**config.mk**
```make
export PLATFORM = sky130hd
export DESIGN_NAME = multicycle_ctrl
export DESIGN_NICKNAME = d
export VERILOG_FILES = /design/src/rtl/mc_pkg.sv /design/src/rtl/ula_decoder.sv /design/src/rtl/multicycle_ctrl.sv
export SDC_FILE = /design/constraint.sdc
export NUM_CORES = 1
export LEC_CHECK = 0
export ABC_AREA = 1
export BUFFER_PORTS_ARGS = -buffer_cell sky130_fd_sc_hd__buf_4
export CORE_MARGIN = 1.5
export CORE_UTILIZATION = 40
export CTS_BUF_LIST = sky130_fd_sc_hd__clkbuf_16
export CTS_CLUSTER_DIAMETER = 50
export DETAILED_ROUTE_END_ITERATION = 8
export GPL_TIMING_DRIVEN = 0
export PLACE_DENSITY = 0.71
export SLEW_MARGIN = 20
export SYNTH_ARGS = -nofsm -noshare
export SYNTH_HDL_FRONTEND = slang
export SYNTH_SLANG_ARGS = --single-unit
```
**constraint.sdc**
```tcl
create_clock -name clk -period 2.85 [get_ports clk]
set_input_delay 0.57 -clock clk [delete_from_list [all_inputs] [get_ports clk]]
set_output_delay 0.57 -clock clk [all_outputs]
set_load 0.03 [all_outputs]
```
**src/rtl/mc_pkg.sv**
```systemverilog
// Shared encodings for the multicycle control FSM: states, opcodes, ULA codes and mux selects.
package mc_pkg;

  typedef enum logic [3:0] {
    S_FETCH,
    S_DECODE,
    S_MEMADR,
    S_MEMREAD,
    S_MEMWB,
    S_MEMWR,
    S_EXECR,
    S_EXECI,
    S_ALUWB,
    S_BEQ,
    S_JAL
  } state_t;

  typedef enum logic [1:0] {
    ALUOP_ADD   = 2'b00,
    ALUOP_SUB   = 2'b01,
    ALUOP_FUNCT = 2'b10
  } alu_op_t;

  localparam logic [6:0] OP_LW  = 7'b0000011;
  localparam logic [6:0] OP_SW  = 7'b0100011;
  localparam logic [6:0] OP_R   = 7'b0110011;
  localparam logic [6:0] OP_I   = 7'b0010011;
  localparam logic [6:0] OP_BEQ = 7'b1100011;
  localparam logic [6:0] OP_JAL = 7'b1101111;

  localparam logic [2:0] ULA_ADD = 3'b000;
  localparam logic [2:0] ULA_SUB = 3'b001;
  localparam logic [2:0] ULA_AND = 3'b010;
  localparam logic [2:0] ULA_OR  = 3'b011;
  localparam logic [2:0] ULA_SLT = 3'b101;

  localparam logic [1:0] RES_ALUOUT = 2'b00;
  localparam logic [1:0] RES_DATA   = 2'b01;
  localparam logic [1:0] RES_ULA    = 2'b10;

  localparam logic [1:0] SRCA_PC    = 2'b00;
  localparam logic [1:0] SRCA_OLDPC = 2'b01;
  localparam logic [1:0] SRCA_RD1   = 2'b10;

  localparam logic [1:0] SRCB_RD2  = 2'b00;
  localparam logic [1:0] SRCB_IMM  = 2'b01;
  localparam logic [1:0] SRCB_FOUR = 2'b10;

  localparam logic [1:0] IMM_I = 2'b00;
  localparam logic [1:0] IMM_S = 2'b01;
  localparam logic [1:0] IMM_B = 2'b10;
  localparam logic [1:0] IMM_J = 2'b11;

  function automatic logic [1:0] imm_sel(input logic [6:0] op);
    logic [1:0] sel;
    sel = IMM_I;
    case (op)
      OP_SW:   sel = IMM_S;
      OP_BEQ:  sel = IMM_B;
`ifdef MULTICYCLE_JAL_EN
      OP_JAL:  sel = IMM_J;
`endif
      default: sel = IMM_I;
    endcase
    return sel;
  endfunction

endpackage

```
**src/rtl/ula_decoder.sv**
```systemverilog
// Combinational ULA control decode from ALUOp and instruction funct fields.
module ula_decoder
  import mc_pkg::*;
(
  input  alu_op_t    alu_op,
  input  logic [2:0] funct3,
  input  logic       funct7b5,
  input  logic       op5,
  output logic [2:0] ula_control
);

  always_comb begin
    ula_control = ULA_ADD;
    case (alu_op)
      ALUOP_SUB: ula_control = ULA_SUB;
      ALUOP_FUNCT: begin
        case (funct3)
          // op[5] separates R-type from I-type so addi with imm[10]=1 stays add
          3'b000:  ula_control = (op5 && funct7b5) ? ULA_SUB : ULA_ADD;
          3'b010:  ula_control = ULA_SLT;
          3'b110:  ula_control = ULA_OR;
          3'b111:  ula_control = ULA_AND;
          default: ula_control = ULA_ADD;
        endcase
      end
      default: ula_control = ULA_ADD;
    endcase
  end

endmodule

```
**src/rtl/multicycle_ctrl.sv**
```systemverilog
// Multicycle control FSM for the 8-bit RISC-V datapath; jal support enabled by MULTICYCLE_JAL_EN.
module multicycle_ctrl
  import mc_pkg::*;
(
  input  logic       clk,
  input  logic       rst,
  input  logic [6:0] op,
  input  logic [2:0] funct3,
  input  logic       funct7b5,
  input  logic       zero,
  input  logic       mem_ready,
  output logic       pc_write,
  output logic       adr_src,
  output logic       mem_write,
  output logic       ir_write,
  output logic [1:0] result_src,
  output logic [2:0] ula_control,
  output logic [1:0] ula_src_a,
  output logic [1:0] ula_src_b,
  output logic [1:0] imm_src,
  output logic       reg_write,
  output logic       instr_done,
  output logic       illegal
);

  state_t  state, next_state;
  alu_op_t alu_op;
  logic    pc_update;
  logic    branch;

  always_ff @(posedge clk) begin
    if (rst) state <= S_FETCH;
    else     state <= next_state;
  end

  // rst forces every enable and select low combinationally so an aborted write drops at once
  always_comb begin
    next_state = state;
    pc_update  = 1'b0;
    branch     = 1'b0;
    adr_src    = 1'b0;
    mem_write  = 1'b0;
    ir_write   = 1'b0;
    result_src = RES_ALUOUT;
    alu_op     = ALUOP_ADD;
    ula_src_a  = SRCA_PC;
    ula_src_b  = SRCB_RD2;
    imm_src    = IMM_I;
    reg_write  = 1'b0;
    instr_done = 1'b0;
    illegal    = 1'b0;
    if (!rst) begin
      imm_src = imm_sel(op);
      case (state)
        S_FETCH: begin
          ula_src_b  = SRCB_FOUR;
          result_src = RES_ULA;
          ir_write   = mem_ready;
          pc_update  = mem_ready;
          if (mem_ready) next_state = S_DECODE;
        end
        S_DECODE: begin
          ula_src_a = SRCA_OLDPC;
          ula_src_b = SRCB_IMM;
          case (op)
            OP_LW, OP_SW: next_state = S_MEMADR;
            OP_R:         next_state = S_EXECR;
            OP_I:         next_state = S_EXECI;
            OP_BEQ:       next_state = S_BEQ;
`ifdef MULTICYCLE_JAL_EN
            OP_JAL:       next_state = S_JAL;
`endif
            default: begin
              illegal    = 1'b1;
              instr_done = 1'b1;
              next_state = S_FETCH;
            end
          endcase
        end
        S_MEMADR: begin
          ula_src_a  = SRCA_RD1;
          ula_src_b  = SRCB_IMM;
          next_state = (op == OP_SW) ? S_MEMWR : S_MEMREAD;
        end
        S_MEMREAD: begin
          adr_src = 1'b1;
          if (mem_ready) next_state = S_MEMWB;
        end
        S_MEMWB: begin
          result_src = RES_DATA;
          reg_write  = 1'b1;
          instr_done = 1'b1;
          next_state = S_FETCH;
        end
        S_MEMWR: begin
          adr_src    = 1'b1;
          mem_write  = 1'b1;
          instr_done = mem_ready;
          if (mem_ready) next_state = S_FETCH;
        end
        S_EXECR: begin
          ula_src_a  = SRCA_RD1;
          alu_op     = ALUOP_FUNCT;
          next_state = S_ALUWB;
        end
        S_EXECI: begin
          ula_src_a  = SRCA_RD1;
          ula_src_b  = SRCB_IMM;
          alu_op     = ALUOP_FUNCT;
          next_state = S_ALUWB;
        end
        S_ALUWB: begin
          reg_write  = 1'b1;
          instr_done = 1'b1;
          next_state = S_FETCH;
        end
        S_BEQ: begin
          ula_src_a  = SRCA_RD1;
          alu_op     = ALUOP_SUB;
          branch     = 1'b1;
          instr_done = 1'b1;
          next_state = S_FETCH;
        end
`ifdef MULTICYCLE_JAL_EN
        S_JAL: begin
          ula_src_a  = SRCA_OLDPC;
          ula_src_b  = SRCB_FOUR;
          pc_update  = 1'b1;
          next_state = S_ALUWB;
        end
`endif
        default: next_state = S_FETCH;
      endcase
    end
  end

  assign pc_write = pc_update | (branch & zero);

  ula_decoder u_ula_decoder (
    .alu_op      (alu_op),
    .funct3      (funct3),
    .funct7b5    (funct7b5),
    .op5         (op[5]),
    .ula_control (ula_control)
  );

endmodule

```
==> reports/summary.txt, run 1 <==
post-route setup TNS = 0 ns
most repeated library cell on the critical path = inv_1
# fillers = 117
Final Skew = 0.000572 ns
Slew @ Worst Pin = 0.423 ns
maximum fanout along the worst path = 3
initial DRC count = 27
Num CTS Buffers = 3
pre-CTS setup slack = 0.559 ns
most frequent cells after synthesis = nand2_1, inv_1, nor2_1, nand3_1, nor3_1
Synth area leader = nand2_1
clock root cell = clkbuf_16
clk sink count = 4
Ports = 33
final worst slack = 0.315 ns
Slowest cell on crit path = dfxtp_1
Worst VDD drop = 0.434 mV
Final ANT Viol Nets = 0
f_max = 394 MHz
Largest regs = state x4
Final nets = 159
kind of launch point of the worst setup path = flop
Clock Tree Buf Depth = 2
CP max stage delay = 0.33 ns
antenna violations before repair = 0
DR DRC count = 0
Hold Path Class = in -> reg
wirelength, routed = 1.54 mm
post-route minimum period = 2.54 ns
H-tree level count = 1
Worst EP required = 2.28 ns
clk_lat worst skew = 0.23 ns
total via count in the routed design = 754
Synth Flop Type = dfxtp_1
all-layer global routing usage = 21.9%
share of cells above drive strength 1 = 31.4%
Buffers on Ports = 32
Setup crit end kind = output port
post-synthesis sequential area ratio = 14.2%
Synth top area share = 15.3%
First-pass DRT Iterations = 4
status = complete, no violations
Post-Syn Nets = 122
Post-CTS Setup Inserts = 0
Critical Path AT = 1.97 ns
Final Hold Fails = 0
Synth Register Bits = 4
area of placed instances = 823 um^2
post-synth cell types = 22
largest net degree at the start of global routing = 11
grt total ovfl = 0
gpl congestion = 0.775
max reg flops = 4
Lkg Pwr = 0.000491 uW
Tcrit/Tclk final = 88.9%
setup violators final = 0
Core Box Area = 0.00130 mm^2
Reg clk slew, reported paths = 0.03 ns
Biggest register = state
design area = 898 um^2
vias per cell = 4.86
MaxCap Viol Count = 0
Synth Area per Inst = 5.37 um^2
cells after synthesis = 105
critical path type = reg -> out
unrepaired setup endpoints after global routing = false
ranking of synthesized cells by area = nand2_1, dfxtp_1, inv_1
Initial Util = 43.4%
Async S/R FF share, synth = 0%
Synth-to-Final Area Change = 59.2%
post-DP HPWL = 1.22 mm
CTS tree = done
die height = 40.6 um
most numerous cell in the Yosys netlist = nand2_1
die area = 0.00165 mm^2
vias in the first global route = 624
EDFF count, synth = 0
Finished Core Util = 69.0%
Synth Cell Area = 564 um^2
Diodes inserted = 0
Final Hold Slack = 0.549 ns
drt wl/cell = 9.96 um
pwr dens = 416 mW/mm^2
Yosys warnings = 0
global-route wire length before repair = 2.39 mm
Worst slew margin = 71.8%
width of the chip = 40.6 um
worst-path cell chain = inv_1, nor2_2, inv_1, nor2_1, inv_1, nor2_1, ha_1, nor4_1, buf_4
row cnt = 13
Slew Limit Fails = 0
cts repair resizes = 0
Hold-fix buffers, CTS = 0
layout by cell type, fill, tap and decap left out:
cell / synthesis / final
ha_1: 2 / 2
nand2_1: 23 / 23
nor2_2: 3 / 3
nor2_1: 20 / 20
a21o_1: 1 / 1
clkbuf_1: 1 / 1
clkbuf_16: 0 / 3
inv_1: 20 / 20
nor4_1: 1 / 1
buf_4: 1 / 33
nand4_1: 1 / 1
nand2_2: 1 / 1
a21oi_2: 2 / 2
dfxtp_1: 4 / 4
o31ai_1: 2 / 2
o21ai_0: 1 / 1
nand3_1: 8 / 8
nor2_4: 1 / 1
nor3_1: 5 / 5
a21oi_1: 4 / 4
o211ai_1: 1 / 1
nand3_2: 1 / 1
nand3b_1: 2 / 2
through the flow:
stage          power [uW]  instances
6_report              374        155
3_3_place_gp          153        152
4_1_cts               374        155
2_1_floorplan         115        105
5_1_grt               391        155
3_5_place_dp          153        152
where the power goes:
group,total [uW],switching (uW),internal [uW]
clock network,220,40.7,179
registers,62.0,3.80,58.2
logic,91.7,54.1,37.6
critical path: cells and delay by family, from the launching register on:
family	cells	cell delay (ns)
simple gates	4	0.72
fa+ha+maj	1	0.26
flops	1	0.33
buf+inv	4	0.43
final timing paths:
path,startpoint,endpoint,slack (ns),depth (start not counted)
setup / recovery,state[2]$_SDFFE_PP0P_,ula_control[2],0.31,9
hold / removal,rst,state[2]$_SDFFE_PP0P_,0.55,2
setup reg to reg,state[0]$_SDFFE_PP0P_,state[0]$_SDFFE_PP0P_,1.67,6
hold reg to reg,state[0]$_SDFFE_PP0P_,state[0]$_SDFFE_PP0P_,0.63,2
per-layer routing:
metal | up-vias | track usage [%] | wire (um)
met5 | - | 0 | 0
met4 | 0 | 5.00 | 8
met3 | 2 | 8.33 | 113
met2 | 29 | 34.5 | 736
met1 | 321 | 27.7 | 685
li1 | 402 | - | -
cells by family after synthesis:
kind of cell	share of synthesized area, %
AND/OR/NAND/NOR	53.2
AO/OA/AOI/OAI	12.9
flip-flops	14.2
adder cells (fa/ha/maj)	4.43
buffers and inverters	15.3
layout make-up:
cell class                 count  area (um^2)  area share [%]
multi-input combinational     79          398            44.3
timing repair buffer          32          240            26.7
sequential                     4         80.1            8.91
clock buffer                   3         75.1            8.36
inverter                      20         75.1            8.36
tap                           15         18.8            2.09
buffer                         2         11.3            1.25
Note: power is estimated with default switching activity, not from simulation.
==> run 2, diff against run 1 <==
--- a/constraint.sdc
+++ b/constraint.sdc
@@ -3,2 +3,2 @@
 set_output_delay 0.57 -clock clk [all_outputs]
-set_load 0.03 [all_outputs]
+set_load 0.05 [all_outputs]
==> reports/summary.txt, run 2 (same netlist as run 1, synthesis figures left out) <==
area of placed instances = 830 um^2 (+0.76%)
wirelength, routed = 1.82 mm (+18%)
Initial Util = 43.4% (unchanged)
drt wl/cell = 11.8 um (+18%)
global-route wire length before repair = 2.68 mm (+12%)
vias in the first global route = 675 (+8.2%)
f_max = 388 MHz (-1.7%)
Largest regs = state x4
antenna violations before repair = 0 (unchanged)
gpl congestion = 0.833 (+7.5%)
Final Hold Slack = 0.552 ns (+0.00371 ns)
pwr dens = 429 mW/mm^2 (+3.1%)
Num CTS Buffers = 3 (unchanged)
clock root cell = clkbuf_16
Post-CTS Setup Inserts = 0 (unchanged)
worst-path cell chain = inv_1, nor2_2, inv_1, nor2_1, inv_1, nor2_1, ha_1, nor4_2, buf_4
Slew Limit Fails = 0 (unchanged)
clk_lat worst skew = 0.22 ns (about the same)
post-DP HPWL = 1.35 mm (+11%)
Finished Core Util = 69.5% (+0.48 points)
largest net degree at the start of global routing = 11 (unchanged)
Diodes inserted = 0 (unchanged)
initial DRC count = 23 (-15%)
setup violators final = 0 (unchanged)
max reg flops = 4 (unchanged)
Reg clk slew, reported paths = 0.03 ns (about the same)
commonest non-fill, non-tap cell in the layout = buf_4
Setup crit end kind = output port
post-route setup TNS = 0 ns (unchanged)
unrepaired setup endpoints after global routing = false
grt total ovfl = 0 (unchanged)
maximum fanout along the worst path = 3 (unchanged)
Worst EP required = 2.28 ns (about the same)
Biggest register = state
design area = 905 um^2 (+0.70%)
Worst VDD drop = 0.164 mV (-62%)
Core Box Area = 0.00130 mm^2 (unchanged)
Final nets = 159 (unchanged)
all-layer global routing usage = 24.7% (+2.8 points)
cts repair resizes = 0 (unchanged)
H-tree level count = 1 (unchanged)
Hold-fix buffers, CTS = 0 (unchanged)
critical path type = reg -> out
Tcrit/Tclk final = 90.5% (+1.5 points)
die area = 0.00165 mm^2 (unchanged)
Lkg Pwr = 0.000491 uW (about the same)
Critical Path AT = 2.01 ns (+0.04 ns)
post-route minimum period = 2.58 ns (+0.0433 ns)
final worst slack = 0.272 ns (-0.0433 ns)
Final Skew = 0.00145 ns (+0.000878 ns)
vias per cell = 5.03 (+3.3%)
Final Hold Fails = 0 (unchanged)
die height = 40.6 um (unchanged)
Slowest cell on crit path = dfxtp_1
Hold Path Class = in -> reg
Clock Tree Buf Depth = 2 (unchanged)
total via count in the routed design = 779 (+3.3%)
share of cells above drive strength 1 = 32.1% (+0.71 points)
width of the chip = 40.6 um (unchanged)
Final ANT Viol Nets = 0 (unchanged)
Slew @ Worst Pin = 0.461 ns (+0.0373 ns)
pre-CTS setup slack = 0.515 ns (-0.0439 ns)
most frequent cells in the layout = buf_4, nand2_1, inv_1, nor2_1, nand3_1
CP max stage delay = 0.33 ns (about the same)
clk sink count = 4 (unchanged)
Synth-to-Final Area Change = 60.3%
row cnt = 13 (unchanged)
First-pass DRT Iterations = 4 (unchanged)
CTS tree = done
MaxCap Viol Count = 0 (unchanged)
Ports = 33 (unchanged)
DR DRC count = 0 (unchanged)
status = complete, no violations
kind of launch point of the worst setup path = flop
# fillers = 119 (+1.7%)
Buffers on Ports = 32 (unchanged)
most repeated library cell on the critical path = inv_1
Worst slew margin = 69.3% (-2.5 points)
-- run 2: cell counts in the layout (fill, tap and decap cells not counted) --
No cell type changed its count.
-- run 2: where the power goes --
part,switching (uW),leakage [uW],internal (uW)
logic,69.9,0.000421,37.9
registers,3.89,0.0000325,58.3
clock network,38.9,0.0000370,179
total,113,0.000491,275
-- run 2: per-stage QoR --
step	total power, uW	cells
2_1_floorplan	129	105
3_3_place_gp	168	152
3_5_place_dp	169	152
4_1_cts	388	155
5_1_grt	400	155
6_report	388	155
-- run 2: final timing paths --
check                           depth (start not counted)             startpoint  slack [ns]                    end
worst max-delay path                                    9  state[2]$_SDFFE_PP0P_        0.27         ula_control[2]
worst min-delay path                                    2                    rst        0.55  state[0]$_SDFFE_PP0P_
worst max register to register                          6  state[0]$_SDFFE_PP0P_        1.60  state[3]$_SDFFE_PP0P_
worst min register to register                          2  state[0]$_SDFFE_PP0P_        0.62  state[0]$_SDFFE_PP0P_
-- run 2: area by class of cell --
class                   count  area (um^2)  share of cell area [%]
inverters                  20         75.1                    8.30
multi-input cells          79          404                    44.7
clock buffers               3         75.1                    8.30
flip-flops and latches      4         80.1                    8.85
well taps                  15         18.8                    2.07
plain buffers               2         11.3                    1.24
repair buffers             32          240                    26.6
-- run 2: critical path, delay by kind of cell (launching register included) --
family	cells	cell delay (ns)
buf+inv	4	0.46
fa+ha+maj	1	0.27
simple gates	4	0.72
flops	1	0.33
-- run 2: per-layer routing --
metal | GRT usage, % | wire, um | up-vias
met5 | 0 | 0 | -
met4 | 7.50 | 21 | 0
met3 | 3.33 | 99 | 3
met2 | 46.4 | 934 | 37
met1 | 28.0 | 767 | 336
li1 | - | - | 403
